==> config.mk <==
export PLATFORM = sky130hd
export DESIGN_NAME = uart_msg_arbiter
export DESIGN_NICKNAME = d
export VERILOG_FILES = /design/src/rtl/uart_pkg.sv /design/src/rtl/rr_pick.sv /design/src/rtl/uart_msg_arbiter.sv
export SDC_FILE = /design/constraint.sdc
export NUM_CORES = 1
export LEC_CHECK = 0
export ABC_AREA = 1
export CORE_MARGIN = 2
export CORE_UTILIZATION = 37
export CTS_CLUSTER_SIZE = 16
export DETAILED_ROUTE_END_ITERATION = 10
export PLACE_DENSITY = 0.91
export SYNTH_ARGS = -nofsm -noshare
export SYNTH_HDL_FRONTEND = slang
export SYNTH_SLANG_ARGS = --single-unit
==> constraint.sdc <==
create_clock -name clk_50m -period 2.45 [get_ports clk_50m]
set_input_delay 0.3675 -clock clk_50m [delete_from_list [all_inputs] [get_ports clk_50m]]
set_output_delay 0.3675 -clock clk_50m [all_outputs]
set_load 0.005 [all_outputs]
==> src/rtl/uart_pkg.sv <==
// Shared constants, FSM encoding and frame builder for the UART message arbiter.
package uart_pkg;

    localparam int MSG_W       = 64;
    localparam int PAYLOAD_W   = 40;
    localparam int CHAN_W      = 8;
    localparam int SYNC_W      = 16;
    localparam int PAYLOAD_LSB = 24;
    localparam int CHAN_LSB    = 16;
    localparam int SYNC_LSB    = 0;

    localparam logic [SYNC_W-1:0] SYNC_WORD = 16'h5AA5;
    localparam logic [CHAN_W-1:0] PRI_CHAN  = 8'hFE;

    typedef enum logic {
        ST_IDLE  = 1'b0,
        ST_WRITE = 1'b1
    } state_t;

    function automatic logic [MSG_W-1:0] make_frame(input logic [PAYLOAD_W-1:0] p,
                                                    input logic [CHAN_W-1:0] chan);
        logic [MSG_W-1:0] f;
        f = '0;
        f[PAYLOAD_LSB +: PAYLOAD_W] = p;
        f[CHAN_LSB +: CHAN_W]       = chan;
        f[SYNC_LSB +: SYNC_W]       = SYNC_WORD;
        return f;
    endfunction

endpackage

==> src/rtl/rr_pick.sv <==
// Combinational round-robin picker: first requester strictly after 'last', with wrap.
module rr_pick #(
    parameter int NREQ = 4
) (
    input  logic [NREQ-1:0]         req,
    input  logic [$clog2(NREQ)-1:0] last,
    output logic [NREQ-1:0]         grant,
    output logic [$clog2(NREQ)-1:0] grant_idx,
    output logic                    any
);

    localparam int IW = $clog2(NREQ);

    assign any = |req;

    // Scan from farthest to nearest so the nearest requester overwrites.
    always_comb begin : pick
        logic [IW-1:0] cand;
        grant_idx = '0;
        cand      = '0;
        for (int k = NREQ; k >= 1; k--) begin
            cand = IW'((int'(last) + k) % NREQ);
            if (req[cand]) grant_idx = cand;
        end
    end

    generate
        for (genvar gi = 0; gi < NREQ; gi++) begin : g_onehot
            assign grant[gi] = any && (grant_idx == IW'(gi));
        end
    endgenerate

endmodule

==> src/rtl/uart_msg_arbiter.sv <==
// Round-robin + priority arbiter framing 40-bit payloads into 64-bit UART FIFO messages.
// Optional stall-drop behaviour is enabled with `define UART_ARB_DROP_EN.
module uart_msg_arbiter
    import uart_pkg::*;
#(
    parameter int NREQ = 4
`ifdef UART_ARB_DROP_EN
    ,
    parameter int DROP_LIMIT = 1024
`endif
) (
    input  logic                      clk_50m,
    input  logic                      rst,
    input  logic [NREQ-1:0]           req,
    input  logic [NREQ*PAYLOAD_W-1:0] payload,
    output logic [NREQ-1:0]           ack,
    input  logic                      pri_req,
    input  logic [PAYLOAD_W-1:0]      pri_payload,
    output logic                      pri_ack,
    output logic [MSG_W-1:0]          fifo_data,
    output logic                      fifo_wr,
    input  logic                      fifo_full,
    output logic                      busy,
    output logic [15:0]               drop_cnt
);

    localparam int IW = $clog2(NREQ);

    state_t               state_reg, state_next;
    logic [IW-1:0]        last_reg;
    logic [NREQ-1:0]      rr_grant;
    logic [IW-1:0]        rr_idx;
    logic                 rr_any;
    logic                 pending;
    logic                 grant_go;
    logic                 drop_go;
    logic                 stall_hit;
    logic                 drop_pend;
    logic [PAYLOAD_W-1:0] slot [NREQ];
    logic [MSG_W-1:0]     frame_next;

    generate
        for (genvar gi = 0; gi < NREQ; gi++) begin : g_slot
            assign slot[gi] = payload[gi*PAYLOAD_W +: PAYLOAD_W];
        end
    endgenerate

    rr_pick #(.NREQ(NREQ)) u_pick (
        .req       (req),
        .last      (last_reg),
        .grant     (rr_grant),
        .grant_idx (rr_idx),
        .any       (rr_any)
    );

    assign pending    = pri_req | rr_any;
    assign busy       = (state_reg != ST_IDLE);
    assign frame_next = pri_req ? make_frame(pri_payload, PRI_CHAN)
                                : make_frame(slot[rr_idx], CHAN_W'(rr_idx));

    always_comb begin
        state_next = state_reg;
        grant_go   = 1'b0;
        drop_go    = 1'b0;
        case (state_reg)
            ST_IDLE: begin
                if (pending && !fifo_full) begin
                    grant_go = 1'b1;
                end else if (pending && stall_hit) begin
                    grant_go = 1'b1;
                    drop_go  = 1'b1;
                end
                if (grant_go) state_next = ST_WRITE;
            end
            ST_WRITE: state_next = ST_IDLE;
            default:  state_next = ST_IDLE;
        endcase
    end

    // Requests are only sampled in IDLE, so a producer dropping req late cannot be re-granted.
    always_ff @(posedge clk_50m or posedge rst) begin
        if (rst) begin
            state_reg <= ST_IDLE;
            last_reg  <= IW'(NREQ - 1);
            ack       <= '0;
            pri_ack   <= 1'b0;
            fifo_wr   <= 1'b0;
            fifo_data <= '0;
        end else begin
            state_reg <= state_next;
            ack       <= '0;
            pri_ack   <= 1'b0;
            fifo_wr   <= (state_reg == ST_WRITE) && !drop_pend;
            if (grant_go) begin
                if (!drop_go) fifo_data <= frame_next;
                if (pri_req) begin
                    pri_ack <= 1'b1;
                end else begin
                    ack      <= rr_grant;
                    last_reg <= rr_idx;
                end
            end
        end
    end

`ifdef UART_ARB_DROP_EN
    localparam int SW = $clog2(DROP_LIMIT + 1);

    logic [SW-1:0] stall_reg;
    logic          drop_reg;
    logic [15:0]   drop_cnt_reg;

    assign stall_hit = (stall_reg == SW'(DROP_LIMIT));
    assign drop_pend = drop_reg;
    assign drop_cnt  = drop_cnt_reg;

    always_ff @(posedge clk_50m or posedge rst) begin
        if (rst) begin
            stall_reg    <= '0;
            drop_reg     <= 1'b0;
            drop_cnt_reg <= '0;
        end else begin
            drop_reg <= drop_go;
            if (grant_go || !fifo_full) begin
                stall_reg <= '0;
            end else if ((state_reg == ST_IDLE) && pending && !stall_hit) begin
                stall_reg <= stall_reg + SW'(1);
            end
            if (drop_go && (drop_cnt_reg != 16'hFFFF)) drop_cnt_reg <= drop_cnt_reg + 16'd1;
        end
    end
`else
    assign stall_hit = 1'b0;
    assign drop_pend = 1'b0;
    assign drop_cnt  = 16'd0;
`endif

endmodule

==> impl_metrics.tcl <==
set metrics [dict create \
    final_hold_viol_count 0 \
    fillers 1028 \
    synth_adder_area_share 0 \
    grt_pass1_wl_um 24900 \
    ff2ff_path_depth 15 \
    slew_viol_final 0 \
    antenna_found_initial 0 \
    cellPowerDensity_mw_per_mm2 1180 \
    io_pins 295 \
    grt_max_degree 51 \
    fin_worst_skew_ns 0.00564 \
    critical_path.cell_chain "inv_4, nand2_1, nand3_1, nand2_1, inv_2, nand2_2, nand2_2, nand2_4, buf_4, nand3_1, nand2_1, nand2_1, nand2_1, nand2_1, nand2_1" \
    dieArea_mm2 0.0129 \
    path_buf_inv 3 \
    synth_xor_area_frac 0 \
    avgRoutedWirePerCell_um 14.3 \
    ant_nets 0 \
    arrival_ns 2.36 \
    cts_buffers 5 \
    synth_compound_area_frac 0.0734 \
    min_path_type "primary input to async pin" \
    ir_drop_v 0.000792 \
    cts_root_buf "clkbuf_16" \
    drt-pass1-iter-count 5 \
    r2r-end "fifo_data[40]" \
    cp.required_ns 2.68 \
    core_mm2 0.0116 \
    mostFrequentLayoutCells "nand2_1, clkdlybuf4s50_1, nand3_1" \
    muxShareOfSynthArea 0 \
    placed_cells 1097 \
    synth_top_area_share 0.288 \
    synth_top_family_by_area "simple AND/OR/NAND/NOR gates" \
    worst-slew-pin-transition_ns 1.02 \
    crit_fanout 30 \
    status "complete, no violations" \
    io_buffer_count 270 \
    grt_usage 0.240 \
    syn_inst 727 \
    max_cap_violations 0 \
    setup_viol 0 \
    dp_hpwl_um 12300 \
    cts_hold_buffers 0 \
    clkSlewWorstSetupHoldPaths_ns 0.07 \
    cts_resized 0 \
    crit_path_max_incr_delay_ns 0.62 \
    initial_core_util 0.383 \
    r2r_start "last_reg[0]" \
    drive_above_1_share 0.0416 \
    seq_area_frac_synth 0.300 \
    vias_per_cell 4.82 \
    synth_area_mm2 0.00443 \
    rsz0062_at_grt "no" \
    startpoint_type "flop" \
    dp_slack_ns 0.0940 \
    h-tree-depth 2 \
    die_y_um 113 \
    timing.critical_path.mode_cell "nand2_1" \
    tns_ns 0 \
    fmaxAchievable_ghz 0.471 \
    cts_sinks 53 \
    yosysWarnings 0 \
    fp.dieW_um 113 \
    cp-startpoint "last_reg[0]" \
    placementRows 39 \
    layout.nets 1169 \
    finalCoreUtilization 0.629 \
    cts_buffer_depth 2 \
    diodes 0 \
    syn_avg_cell_area_um2 6.09 \
    synth-simple-area-share 0.425 \
    ys_seq_elements 53 \
    crit_family "simple AND/OR/NAND/NOR gates" \
    final_common_cell "nand2_1" \
    grt_overflow 0 \
    rrSetupSlack_ns 0.33 \
    worstSetupEndpointType "flop" \
    fin_crit_ns 2.12 \
    totalPowerFinal_mw 8.59 \
    via_count 5329 \
    p_leak_nw 3.78 \
    synthTopCellsByArea "dfrtp_1, nand2_1, nand3_1" \
    place_congestion 0.829 \
    insertion_delay_ns 0.29 \
    min_period_over_period 0.867 \
    crit_type "flop to flop" \
    tritoncts "yes" \
    remaining_drc_errors 0 \
    area_delta_synth_final_pct 64.2 \
    synthDistinctLibCells 26 \
    cpMaxStageDelayCell "dfstp_2" \
    final_cells 1105 \
    wl_um 15800 \
    cts_setup_buffers 0 \
    finalWorstSetupSlack_ns 0.325 \
    slew_headroom 0.321 \
    synth_top_area_cell "dfrtp_1" \
    drt-initial-drc-count 317 \
    grt_pass1_vias 5177 \
    largest_reg_flops 44 \
]
-- layout make-up --
class | instances | area (um2) | share of cell area
Sequential cell | 53 | 1330 | 0.183
Clock inverter | 3 | 68.8 | 0.00946
Tap cell | 143 | 179 | 0.0246
Inverter | 97 | 367 | 0.0504
Timing Repair Buffer | 286 | 2900 | 0.398
Multi-Input combinational cell | 518 | 2310 | 0.317
Clock buffer | 5 | 125 | 0.0172
-- metal layers --
metal  track usage  share of wire
met5             0              0
met4        0.0748          0.026
met3        0.0515          0.086
met2         0.457           0.52
met1         0.265           0.37
-- cells in the mapped netlist, drive strengths merged --
cell    number
nor3         1
nand4        2
a21oi        2
clkbuf      25
conb         1
o21ai        3
nand3      125
buf         57
nand2      312
dfrtp       51
or2          1
inv         95
a22oi       40
dfstp        2
nor2         8
clkinv       2
-- kinds of logic after synthesis --
group / count (synthesis)
and+or+nand+nor: 449
buffers and inverters: 179
DFF: 53
AOI/OAI and AO/OA: 45
other: 1
-- worst register-to-register path, stage by stage (launching register included) --
cell and delay, ns:
dfstp_2 0.62, inv_4 0.08, nand2_1 0.10, nand3_1 0.10, nand2_1 0.11, inv_2 0.04
nand2_2 0.08, nand2_2 0.07, nand2_4 0.08, buf_4 0.31, nand3_1 0.14, nand2_1 0.09
nand2_1 0.05, nand2_1 0.08, nand2_1 0.06, nand2_1 0.06
-- through the flow --
| step | instance area, um2 | hold slack (ns) |
|---|---|---|
| CTS | 7270 | 0.424 |
| floorplan | 4520 | 0.396 |
| detailed placement | 7080 | 0.425 |
| global route | 7270 | 0.453 |
| global placement | 7080 | 0.413 |
| finish | 7270 | 0.412 |
-- power by group --
| group | switching (mW) | internal [mW] | total, mW |
|---|---|---|---|
| Sequential | 0.259 | 1.27 | 1.53 |
| Clock | 0.326 | 0.589 | 0.915 |
| Combinational | 3.53 | 2.61 | 6.14 |
-- how the worst max path moves through the flow --
stage | end | slack (ns) | cells after the start
after global routing | fifo_data[31] | 0.12 | 15
after detailed placement | fifo_data[16] | 0.09 | 11
after floorplan | fifo_data[37] | 0.57 | 15
after global placement | fifo_data[40] | 0.16 | 16
after CTS | fifo_data[40] | 0.33 | 15
final | fifo_data[40] | 0.33 | 15
Note: power is estimated with default switching activity, not from simulation.
